## config.mk

```make
export PLATFORM = sky130hd
export DESIGN_NAME = ser_byte_tx
export DESIGN_NICKNAME = d
export VERILOG_FILES = /design/src/rtl/ser_byte_tx.sv
export SDC_FILE = /design/constraint.sdc
export NUM_CORES = 1
export LEC_CHECK = 0
export ABC_AREA = 1
export CORE_MARGIN = 1.5
export CORE_UTILIZATION = 26
export DETAILED_ROUTE_END_ITERATION = 8
export GPL_TIMING_DRIVEN = 0
export PLACE_DENSITY = 0.5
export SLEW_MARGIN = 0
export SYNTH_ARGS = -nofsm -noshare
export SYNTH_HDL_FRONTEND = slang
export SYNTH_SLANG_ARGS = --single-unit
```

## constraint.sdc

```tcl
create_clock -name clk -period 2.2 [get_ports clk]
set_input_delay 0.66 -clock clk [delete_from_list [all_inputs] [get_ports clk]]
set_output_delay 0.66 -clock clk [all_outputs]
set_load 0.02 [all_outputs]
```

## src/rtl/ser_byte_tx.sv

```systemverilog
// Serial byte transmitter: valid/ready byte port into a small FIFO, each byte
// sent as a start(0) + 8 data (LSB first) + stop(1) frame, frames back to back.
// Ports: clk, reset (async, active-high); in_data/in_valid/in_ready push port;
// ser_out serial line (idles high); busy; tx_done (last stop-bit cycle);
// fifo_level occupancy 0..FIFO_DEPTH.
module ser_byte_tx #(
  parameter int CLKS_PER_BIT = 4,
  parameter int FIFO_DEPTH   = 4
) (
  input  logic                          clk,
  input  logic                          reset,
  input  logic [7:0]                    in_data,
  input  logic                          in_valid,
  output logic                          in_ready,
  output logic                          ser_out,
  output logic                          busy,
  output logic                          tx_done,
  output logic [$clog2(FIFO_DEPTH):0]   fifo_level
);

  localparam int AW = $clog2(FIFO_DEPTH);
  localparam int CW = (CLKS_PER_BIT > 1) ? $clog2(CLKS_PER_BIT) : 1;
  localparam logic [CW-1:0] BAUD_LAST = CW'(CLKS_PER_BIT - 1);
  localparam logic [AW:0]   FULL_LVL  = (AW+1)'(FIFO_DEPTH);

  typedef enum logic [1:0] {
    IDLE,
    START,
    DATA,
    STOP
  } state_t;

  state_t          state, state_n;
  logic [CW-1:0]   baud, baud_n;
  logic [2:0]      bit_cnt, bit_n;
  logic [7:0]      shreg, shreg_n;
  logic            ser_n;

  logic [7:0]      mem [FIFO_DEPTH];
  logic [AW-1:0]   wr_ptr, rd_ptr;
  logic [AW:0]     count;
  logic            push, pop, full, empty, baud_end;

  assign full       = (count == FULL_LVL);
  assign empty      = (count == '0);
  assign in_ready   = !full;
  assign push       = in_valid && !full;
  assign baud_end   = (baud == BAUD_LAST);
  assign fifo_level = count;
  assign busy       = (state != IDLE) || !empty;
  assign tx_done    = (state == STOP) && baud_end;

  always_comb begin
    state_n = state;
    baud_n  = baud + CW'(1);
    bit_n   = bit_cnt;
    shreg_n = shreg;
    pop     = 1'b0;
    ser_n   = 1'b1;
    unique case (state)
      IDLE: begin
        baud_n = '0;
        if (!empty) begin
          pop     = 1'b1;
          shreg_n = mem[rd_ptr];
          state_n = START;
        end
      end
      START: begin
        if (baud_end) begin
          baud_n  = '0;
          state_n = DATA;
        end
      end
      DATA: begin
        if (baud_end) begin
          baud_n  = '0;
          shreg_n = {1'b0, shreg[7:1]};
          bit_n   = bit_cnt + 3'd1;
          if (bit_cnt == 3'd7) state_n = STOP;
        end
      end
      STOP: begin
        if (baud_end) begin
          baud_n = '0;
          // Pop right here so the next start bit abuts this stop bit.
          if (!empty) begin
            pop     = 1'b1;
            shreg_n = mem[rd_ptr];
            state_n = START;
          end else begin
            state_n = IDLE;
          end
        end
      end
      default: state_n = IDLE;
    endcase
    // Line value is registered from the next state so it tracks the FSM.
    unique case (state_n)
      START:   ser_n = 1'b0;
      DATA:    ser_n = shreg_n[0];
      default: ser_n = 1'b1;
    endcase
  end

  always_ff @(posedge clk or posedge reset) begin
    if (reset) begin
      state   <= IDLE;
      baud    <= '0;
      bit_cnt <= '0;
      shreg   <= '0;
      ser_out <= 1'b1;
      wr_ptr  <= '0;
      rd_ptr  <= '0;
      count   <= '0;
    end else begin
      state   <= state_n;
      baud    <= baud_n;
      bit_cnt <= bit_n;
      shreg   <= shreg_n;
      ser_out <= ser_n;
      if (push) wr_ptr <= wr_ptr + AW'(1);
      if (pop)  rd_ptr <= rd_ptr + AW'(1);
      unique case (1'b1)
        push && !pop: count <= count + (AW+1)'(1);
        pop && !push: count <= count - (AW+1)'(1);
        default:      count <= count;
      endcase
    end
  end

  always_ff @(posedge clk) begin
    if (push) mem[wr_ptr] <= in_data;
  end

endmodule

```

# [After elaboration in Yosys (flattened, before gate mapping)]
# Memories as Yosys holds them, arrays and structs flattened.
# Cells that the tools add are included.
[classes] addsub=6 n_eq_ne=10 muxes=20 n_reduce_logical=17
[op_table] cell="$mux 8" count=3
[op_table] cell="$pmux 8 s3" count=1
[op_table] cell="$mux 2" count=6
[op_table] cell="$eq 2x2->1 const B" count=4
[op_table] cell="$pmux 2 s4" count=1
[op_table] cell="$add 2x1->2 const B" count=3
[op_table] cell="$add 3x1->3 const B" count=2
[op_table] cell="$eq 3x3->1 const B" count=2
[op_table] cell="$pmux 3 s2" count=1
[op_table] cell="$mux 1" count=5
[op_table] cell="$eq 2x1->1 const B" count=2
[op_table] cell="$logic_and 1x1->1" count=4
[op_table] cell="$logic_not 1->1" count=4
[op_table] cell="$ne 2x2->1 const B" count=2
[op_table] cell="$pmux 1 s2" count=2
[op_table] cell="$pmux 2 s2" count=1
[op_table] cell="$reduce_bool 2->1" count=2
[op_table] cell="$logic_not 3->1" count=1
[op_table] cell="$reduce_and 3->1" count=1
[op_table] cell="$reduce_bool 3->1" count=1
[op_table] cell="$reduce_or 3->1" count=1
[op_table] cell="$sub 3x1->3 const B" count=1
[op_table] cell="$logic_not 2->1" count=1
[op_table] cell="$reduce_and 2->1" count=1
[op_table] cell="$logic_or 1x1->1" count=1
[word_totals] register_bits=23 ram_bits=32 inputBits=11 output_inout_bits=7 elab_cells=63 memories=1
[mem_list] memory="mem" words=4 word_bits=8 rd=1 rd_ports_with_merged_regs=0 wr=1 line_no="39" rtl="logic [7:0] mem [FIFO_DEPTH];"

# [Logic depth before layout (Yosys ltp)]
[logic_depth] word_depth=7 ltp_mapped=14 mapped_depth_nobuf=14

# [Worst setup path after synthesis]
# Ideal clock, no wire load.
[synth_path] kind="flip-flop to flip-flop" startpoint="register state[1]" endpoint="register count[2] (netlist: fifo_level[2])" setup_time_ns=0.131 arrival_ns=2.000 required_time_ns=2.069 setup_slack_ns=0.070 stages_incl_launch_ff=15 path_buffers=0 synth_period_minus_slack_ns=2.130 path_cell_list="dfrtp_1 inv_1 ha_1 inv_1 nand2_4 nand2_1 inv_2 nand2_2 inv_1 ha_1 inv_1 fa_1 a21oi_1 o21ai_0 xor2_1"
[synth_via] elab_chain_cells=5 word_cells_on_any_way=8 classes_between="1 x eq/ne; 2 x mux; 5 x reduce/logical"
[synth_lines] item="from (decl)" line_no="33" rtl="state_t state, state_n;"
[synth_lines] item="from (signal assigned)" line_no="117" rtl="state <= state_n;"
[synth_lines] item="$eq 2x2->1 or $logic_not 2->1 (tied branches)" line_no="60" rtl="unique case (state)"
[synth_lines] item="$pmux 1 s2 (*)" line_no="60"
[synth_lines] item="via pop" line_no="42" rtl="logic push, pop, full, empty, baud_end;"
[synth_lines] item="$logic_not 1->1" line_no="125" rtl="push && !pop: count <= count + (AW+1)'(1);"
[synth_lines] item="$logic_and 1x1->1" line_no="125"
[synth_lines] item="$pmux 3 s2 or $reduce_bool 2->1 (tied branches)"
[synth_lines] item="to (signal assigned)" line_no="125"
[synth_lines] item="to (signal assigned)" line_no="126" rtl="pop && !push: count <= count - (AW+1)'(1);"
[synth_lines] item="to (signal assigned)" line_no="127" rtl="default: count <= count;"
[synth_lines] item="to (decl)" line_no="41" rtl="logic [AW:0] count;"
# The timed path passes the listed nets; every way through them passes the cells marked *.
# A chain may end at the register's enable or synchronous reset.

# [Final worst setup path]
[layout_path] startpoint="register baud[0]" endpoint="output port tx_done"
[layout_via] elab_chain_cells=2
[layout_lines] item="from (decl)" line_no="34" rtl="logic [CW-1:0] baud, baud_n;"
[layout_lines] item="from (signal assigned)" line_no="118" rtl="baud <= baud_n;"
[layout_lines] item="$eq 2x2->1" line_no="48" rtl="assign baud_end = (baud == BAUD_LAST);"
[layout_lines] item="$logic_and 1x1->1" line_no="51" rtl="assign tx_done = (state == STOP) && baud_end;"
[layout_lines] item="to (decl)" line_no="17" rtl="output logic tx_done,"
# Every way passes these cells.

==> impl_metrics.py <==
metrics = {
    "run_status": {
        "status": "finished clean",
    },
    "worst_hold_path": {
        "whs_path_depth": 1,
        "min_from": "baud[0]$_DFF_PP0_",
        "hp-class": "flop to flop",
    },
    "clocking": {
        "clk_latency_ps": 310,
        "cts-root-buf": "clkbuf_8",
        "tritoncts": "yes",
        "cts_inserted_buffers": 5,
        "htreeDepth": 2,
        "cts_num_sinks": 55,
        "cts.clk_slew.worst_paths_ps": 90,
        "clk_path_buf_depth": 2,
    },
    "detailed_routing": {
        "routed_wl_um": 5360,
        "first_iter_violations": 55,
        "firstDrtPassIters": 4,
        "drc": 0,
        "wire_per_inst_um": 12.1,
        "viasPerCell": 4.16,
        "dr_total_vias": 1840,
        "antenna_left": 0,
    },
    "power": {
        "seqPwrFrac_pct": 36.3,
        "p_per_area_nw_per_um2": 1340,
        "power_switching_mw": 1.76,
        "intPower_mw": 2.54,
        "pwr-share-clk_pct": 15.6,
        "leakage_nw": 1.44,
        "vdd_drop_max_mv": 0.625,
        "p_total_mw": 4.29,
        "combPwrFrac_pct": 48.1,
        "power.switching_fraction_pct": 40.9,
    },
    "synth": {
        "ys_seq_area_share_pct": 56.4,
        "yosys_warnings": 0,
        "synth-edff-count": 32,
        "syn_area_um2": 2730,
        "synthArstFlopShare_pct": 41.8,
        "ys_ff_latch": 55,
        "postSynthAreaPerCell_um2": 9.80,
        "synthFlopType": "edfxtp_1",
        "yosysTopAreaCellShare_pct": 35.3,
        "yosys.area.top_type": "edfxtp_1",
        "synth_common_cells": "nand2_1, edfxtp_1, inv_1",
        "synth_cells": 278,
        "ys_types": 28,
        "synth.most_common_cell": "nand2_1",
        "synth_nets": 303,
        "ys_top_cells_by_area": "edfxtp_1, dfrtp_1, nand2_1, ha_1, inv_1",
    },
    "timing": {
        "tightest_slew_ps": 919,
        "skew_ps": 12.2,
        "fin_setup_tns_ps": 0,
        "final_max_slew_viol_count": 0,
        "max_slew_margin_pct": 38.7,
        "setup_violations": 0,
        "fmax_mhz": 473,
        "rsz0062_at_grt": "true",
        "hold_viol": 0,
        "period_share_pct": 96.1,
        "period_minus_slack_ps": 2110,
    },
    "global_route": {
        "grt_pass1_vias": 1824,
        "grt_max_degree": 24,
        "antenna_found_initial": 0,
        "grtUsageMet1_pct": 14.9,
        "grt_util_met2_pct": 15.6,
        "top_usage_layer": "met2",
        "overflow": 0,
        "grt_use_total_pct": 10.4,
        "globalRouteMet3Util_pct": 1.73,
        "grt_pass1_wl_um": 9090,
    },
    "setup_path": {
        "path_class": "flop to output pin",
        "crit_start": "baud[0]$_DFF_PP0_",
        "r2r_start": "state[1]$_DFF_PP0_",
        "crit_fanout": 8,
        "crit_required_ps": 1540,
        "rrSetupSlack_ps": 130,
        "reg2reg_to": "fifo_level[2]$_DFFE_PP0P_",
        "critPathSlowestCell": "dfrtp_1",
        "path_cells": "ha_1 > buf_6 > nand2_4 > inv_1 > clkdlybuf4s15_1",
        "cp.arrival_ps": 1450,
        "slowest_delay_ps": 390,
        "crit_end": "tx_done",
        "critPathCaptureType": "output pin",
        "ff2ff_path_depth": 14,
        "cp-start-kind": "flop",
    },
    "placed_design": {
        "place_hpwl_um": 3730,
        "place_congestion": 0.756,
        "portBuffers": 17,
    },
    "finish": {
        "regArea_um2": 1540,
        "drive_gt1_share_pct": 14.1,
        "fill_cells": 1057,
        "nNetsFinal": 330,
        "multi_input_area_um2": 991,
        "area_growth_pct": 17.6,
        "antenna_cells": 0,
    },
    "floorplanning": {
        "rows": 37,
        "io_pins": 18,
        "die_w_um": 105,
        "initial_core_util_pct": 26.6,
        "dieArea_um2": 11100,
        "core-area_um2": 10200,
        "die_h_um": 105,
    },
    "job": {
        "maxCapViolCount": 0,
    },
}
layer usage:
metal / routed length [um] / vias to the layer above / part of all wire [%]
met3: 138 / 5 / 2.6
met2: 2370 / 23 / 44
met5: 0 / - / 0
li1: - / 945 / -
met1: 2790 / 867 / 52
met4: 64 / 0 / 1.2
per-stage QoR:
step / utilization, % / instances / setup slack (ps) / hold WS (ps) / cell area, um^2
floorplan: - / 278 / 69.6 / 408 / 2730
global placement: 30.0 / 431 / -154 / 424 / 3070
detailed placement: 30.0 / 431 / -179 / 422 / 3070
CTS: 31.3 / 442 / 28.9 / 443 / 3200
global route: 31.3 / 442 / -29.6 / 449 / 3210
finish: 31.3 / 442 / 85.3 / 442 / 3210
final cells by class:
class | instances | area share [%]
tap | 136 | 5.31
sequential | 55 | 48.0
clock inverter | 2 | 1.17
timing repair buffer | 20 | 5.93
clock buffer | 6 | 2.26
multi-input combinational | 181 | 30.9
inverter | 36 | 4.37
buffer | 6 | 1.99
sequential cells by signal, summed over array words and instances (netlist names):
register	flops
mem	32
baud	2
shreg	8
fifo_level	3
wr_ptr	2
ser_out	1
rd_ptr	2
bit_cnt	3
state	2
power by group through the flow:
stage | Sequential [mW] | Clock [mW] | Combinational (mW)
2_1_floorplan | 1.60 | 0 | 1.47
3_3_place_gp | 1.58 | 0 | 2.02
3_5_place_dp | 1.59 | 0 | 2.03
4_1_cts | 1.56 | 0.695 | 2.10
5_1_grt | 1.59 | 0.736 | 2.36
6_report | 1.56 | 0.668 | 2.06
how the worst min path moves through the flow:
stage                   endpoint  slack, ps
2_1_floorplan  baud[0]$_DFF_PP0_        410
3_3_place_gp   baud[0]$_DFF_PP0_        420
3_5_place_dp   baud[0]$_DFF_PP0_        420
5_1_grt        baud[0]$_DFF_PP0_        450
4_1_cts        baud[0]$_DFF_PP0_        440
6_report       baud[0]$_DFF_PP0_        440
timing repair:
action	in CTS	in global routing
gates resized for setup	8	4
pin swaps	1	0
setup endpoints to repair	4	2
buffers inserted	3	0
hold buffers	0	0
cell families (layout without fill, tap and decap cells):
family | Yosys count | in the layout | synth area share, %
xor gates and xnor gates | 6 | 6 | 1.93
and+or+nand+nor | 131 | 131 | 21.3
buffers and inverters | 42 | 70 | 7.48
adders and majority gates | 14 | 14 | 6.70
AOI/OAI and AO/OA | 30 | 30 | 6.15
DFF | 55 | 55 | 56.4
placed cells by master, fill, tap and decap left out, types with 2 or more instances in the layout:
cell / synthesis / layout
nor2_4: 2 / 2
xnor2_1: 2 / 2
edfxtp_1: 32 / 32
o21ai_1: 8 / 9
ha_1: 13 / 11
nand2_2: 2 / 2
buf_6: 5 / 5
inv_2: 4 / 6
nand3b_1: 2 / 2
o21ai_2: 4 / 4
buf_4: 1 / 4
nand2_1: 75 / 75
clkbuf_8: 0 / 5
dfrtp_1: 22 / 20
nor2_1: 26 / 26
dfrtp_2: 0 / 2
o21ai_0: 10 / 9
xor2_1: 4 / 4
nand2_4: 4 / 4
dlygate4sd2_1: 0 / 2
ha_2: 0 / 2
a21oi_1: 7 / 7
inv_1: 30 / 28
clkdlybuf4s50_1: 0 / 14
nand3_1: 17 / 17
worst max-delay path: cells and delay by family, from the launching register on:
family / cells / cell delay [ps]
adder cells (fa/ha/maj): 1 / 210
buffers and inverters: 3 / 490
AND/OR/NAND/NOR: 1 / 70
flip-flops: 1 / 390
No activity file was read; power rests on OpenSTA's default activity.
==> RTL change 1, RTL diff (same flow settings) <==
Encoding of `state_t`: now one-hot (4 bits for 4 states).
--- a/src/rtl/ser_byte_tx.sv
+++ b/src/rtl/ser_byte_tx.sv
@@ -25,7 +25,7 @@
 
-  typedef enum logic [1:0] {
-    IDLE,
-    START,
-    DATA,
-    STOP
+  typedef enum logic [3:0] {
+    IDLE  = 4'b0001,
+    START = 4'b0010,
+    DATA  = 4'b0100,
+    STOP  = 4'b1000
   } state_t;
Function: same outputs for any inputs over 10 cycles, from zero or initial values and one cycle with reset high; not proved beyond that.
==> RTL change 1 against the original RTL <==
Sequential share of layout area is 2.3 points higher. Area after synthesis is 6.3% lower. Critical endpoint is now fifo_level[2]. Sequential cell count up 2. Critical path type is now reg -> reg. Cell area shrank 1.6%. Setup slack worse by 0.032 ns. Count of clock-buffer cells in the layout grew 4. Critical path depth increased by 6. Core utilization rose by 2.3 points. Wire length down 9.8%. Total power decreased by 0.93%.
==> RTL change 1: results <==
[cts]
numCtsBuffers = 9
ctsResizeCount = 13
cts_max_level = 3
worstSkewPairLatency_ns = 0.33
path_clk_slew_ns = 0.07
post-cts-setup-buffers = 2

[logic_synthesis]
async_flop_share_pct = 43.9
ys_seq_area_share_pct = 62.2
synth_edf_count = 32
synthTopCellsByCount = nand2_1, edfxtp_1, nor2_1
synthDistinctLibCells = 31
synthCells = 243

[place]
dpl.cell_count = 389
pre_cts_ws_ns = -0.195
place_congestion = 0.769
placed_cell_area_sq_mm = 0.00289
dp_hpwl_um = 3350

[worst_setup_path]
cp.arrival_ns = 2.36
worstPathMaxFanout = 4
cpLargestDelayFamily = adder cells
crit_path_max_incr_delay_ns = 0.43

[route]
m1WireLength_um = 2250
dr_wl_met3_um = 217
drt_iter0_markers = 60
vias_per_cell = 4.19
wl_per_cell_um = 11.9
wl_met2_um = 2310

[global_route]
grt.total_usage_pct = 10.6
grt_pass1_wl_um = 8130
use_met3_pct = 4.51
first_global_vias = 1638
grtUsageMet1_pct = 13.2
grtUsageMet2_pct = 16.7

[layout]
antenna_cells = 0
final_nets = 294
drive_gt1_share_pct = 16.5
layout.cells.non_filler = 408
reg_top3 = mem: 32 flops, shreg: 8 flops, state: 4 flops

[outcome]
status = finished clean

[sta]
skew_ns = 0.00726
slew_headroom_pct = 34.5

[power]
irDropWorstVdd_mv = 0.348
total_leakage_power_nw = 1.32
[RTL change 1: cell types whose count changed in the layout (fill, tap and decap cells not counted), moves of 4 or more]
cell and delta:
o21ai_2 -4, clkbuf_8 +4, nand2_1 -18, ha_1 -4
buf_6 -5, inv_1 -10, o21ai_1 -8, nand3_1 -6
o21ai_0 +7
[RTL change 1: power breakdown]
group	internal, W	switching (W)	total, W
Sequential	0.00148	0.000170	0.00165
Clock	0.000526	0.000426	0.000952
Combinational	0.000621	0.00103	0.00165
[RTL change 1: layout make-up]
class                           instances  area (sq um)
Buffer                                  4          21.3
Clock buffer                           10           128
Clock inverter                          6          67.6
Fill cell                            1003          6220
Inverter                               26           104
Multi-Input combinational cell        156           886
Sequential cell                        57          1590
Tap cell                              129           161
Timing Repair Buffer                   20           199
[RTL change 1: path summary, 6_finish.rpt]
path | startpoint | end | slack (ns) | cells past startpoint
max reg2reg | state[2] | fifo_level[2] | 0.05 | 11
min reg2reg | bit_cnt[0] | bit_cnt[0] | 0.48 | 1
min in group asynchronous | reset | state[2] | 0.86 | 2
max in group asynchronous | reset | shreg[3] | 0.74 | 2
min | bit_cnt[0] | bit_cnt[0] | 0.48 | 1
max | state[2] | fifo_level[2] | 0.05 | 11
[RTL change 1: logic make-up (layout without fill, tap and decap cells)]
| kind of cell | after synthesis | in the layout | share of synthesized area [%] |
|---|---|---|---|
| AND/OR/NAND/NOR | 111 | 111 | 19.8 |
| flip-flops | 57 | 57 | 62.2 |
| AO/OA/AOI/OAI | 30 | 30 | 6.42 |
| buffers and inverters | 30 | 66 | 4.75 |
| adder cells (fa/ha/maj) | 9 | 9 | 4.70 |
| XOR/XNOR | 6 | 6 | 2.06 |
==> RTL change 2, RTL diff (same settings) <==
Made on the original files. Change the parameter `FIFO_DEPTH` from 4 to 2.
--- a/src/rtl/ser_byte_tx.sv
+++ b/src/rtl/ser_byte_tx.sv
@@ -7,3 +7,3 @@
   parameter int CLKS_PER_BIT = 4,
-  parameter int FIFO_DEPTH   = 4
+  parameter int FIFO_DEPTH   = 2
 ) (
Ports: changed (resized fifo_level); port bits go from 18 to 17. No check against the original RTL was run, so the function may have changed too.
==> RTL change 2 against the original RTL <==
Area after synthesis is 34% lower. Die area shrank 33%. Combinational power decreased by 33%. Global-route usage fell by 0.73 points. Wire length decreased by 42%. Register-to-register slack improved by 0.16 ns. Clock power decreased by 29%. Count of clock-buffer cells in the layout is 1 lower. Sequential cell count down 19. Total power decreased by 32%. Cell area down 32%. First-iteration DRC count is 40% higher. Largest power group unchanged. Clock skew is 0.0075 ns lower. Setup slack better by 0.0084 ns.
==> RTL change 2: results <==
[logic_synthesis]
synthCells = 199
synthTopCellsByCount = nand2_1, dfrtp_1, edfxtp_1
synthDistinctLibCells = 25
async_flop_share_pct = 55.6
yosys_most_used_dff = dfrtp_1
synth_area_leaders = edfxtp_1, dfrtp_1, nand2_1
synth_edf_count = 16

[global_route]
grtUsageMet1_pct = 12.3
grt.total_usage_pct = 9.66
use_met3_pct = 2.95
grtUsageMet2_pct = 15.6
grt_pass1_wl_um = 5680
grt_max_degree = 21

[worst_setup_path]
worstSetupPathDepth = 4
crit_end = busy
crit_start = state[1]
cpLargestDelayFamily = flip-flops
crit_path_max_incr_delay_ns = 0.45
reg2reg_depth = 10
critPathSlowestCell = dfrtp_2
worst-r2r-setup-slack_ns = 0.29
r2r_end = fifo_level[1]

[cts]
post-cts-setup-buffers = 0
path_clk_slew_ns = 0.07
clock_sinks = 36
worstSkewPairLatency_ns = 0.28

[place]
dpl.cell_count = 295
place_congestion = 0.749
pre_cts_ws_ns = -0.0404
io_buffers = 16

[layout]
inverters = 20
fill_cells = 732
final_area_sq_mm = 0.00216
final_nets = 242
nonClkBufAreaFrac_pct = 8.15
buffers = 18
reg_top3 = mem: 16 flops, shreg: 8 flops, bit_cnt: 3 flops
drive_gt1_share_pct = 15.7
seq_area_share_pct = 45.5

[route]
drtPass1Iterations = 4
m1WireLength_um = 1510
wl_met2_um = 1490
wl_per_cell_um = 10.3
drt_iter0_markers = 77
dr_wl_met3_um = 110

[power]
switching_power_w = 0.00124
irDropWorstVdd_mv = 0.552
p_int_w = 0.00169
total_leakage_power_nw = 1.03
p_seq_w = 0.00108
powerComb_w = 0.00138

[sta]
holdWs_ns = 0.440
fmax_ghz = 0.475
skew_ns = 0.00467
slew_headroom_pct = 46.8

[floorplan]
rows = 30

[outcome]
status = finished clean
[RTL change 2: cell count changes after synthesis, sizes merged, moves of 4 or more]
cell and delta:
inv -15, o211ai +4, edfxtp -16, nand2 +4, nand3 -12, o21ai -14
nor2 -13, buf -4, ha -4
[RTL change 2: timing repair]
item,CTS,global route
endpoints found under the hold margin,0,0
endpoints found under the setup margin,3,1
gates resized for setup,7,1
[RTL change 2: worst min path at each step]
stage / startpoint / to / depth (start not counted)
final: baud[0] / baud[0] / 1
after CTS: baud[0] / baud[0] / 1
after floorplan: baud[0] / baud[0] / 1
after global routing: baud[0] / baud[0] / 1
after detailed placement: baud[0] / baud[0] / 1
after global placement: baud[0] / baud[0] / 1
[RTL change 2: cell families (layout without fill, tap and decap cells)]
family          after synthesis  count (layout)  share of synthesized area (%)
xor+xnor                      4               4                           1.94
buf+inv                      22              46                           5.20
compound gates               19              19                           6.17
flops                        36              36                           54.4
simple gates                109             109                           26.1
fa+ha+maj                     9               9                           6.24
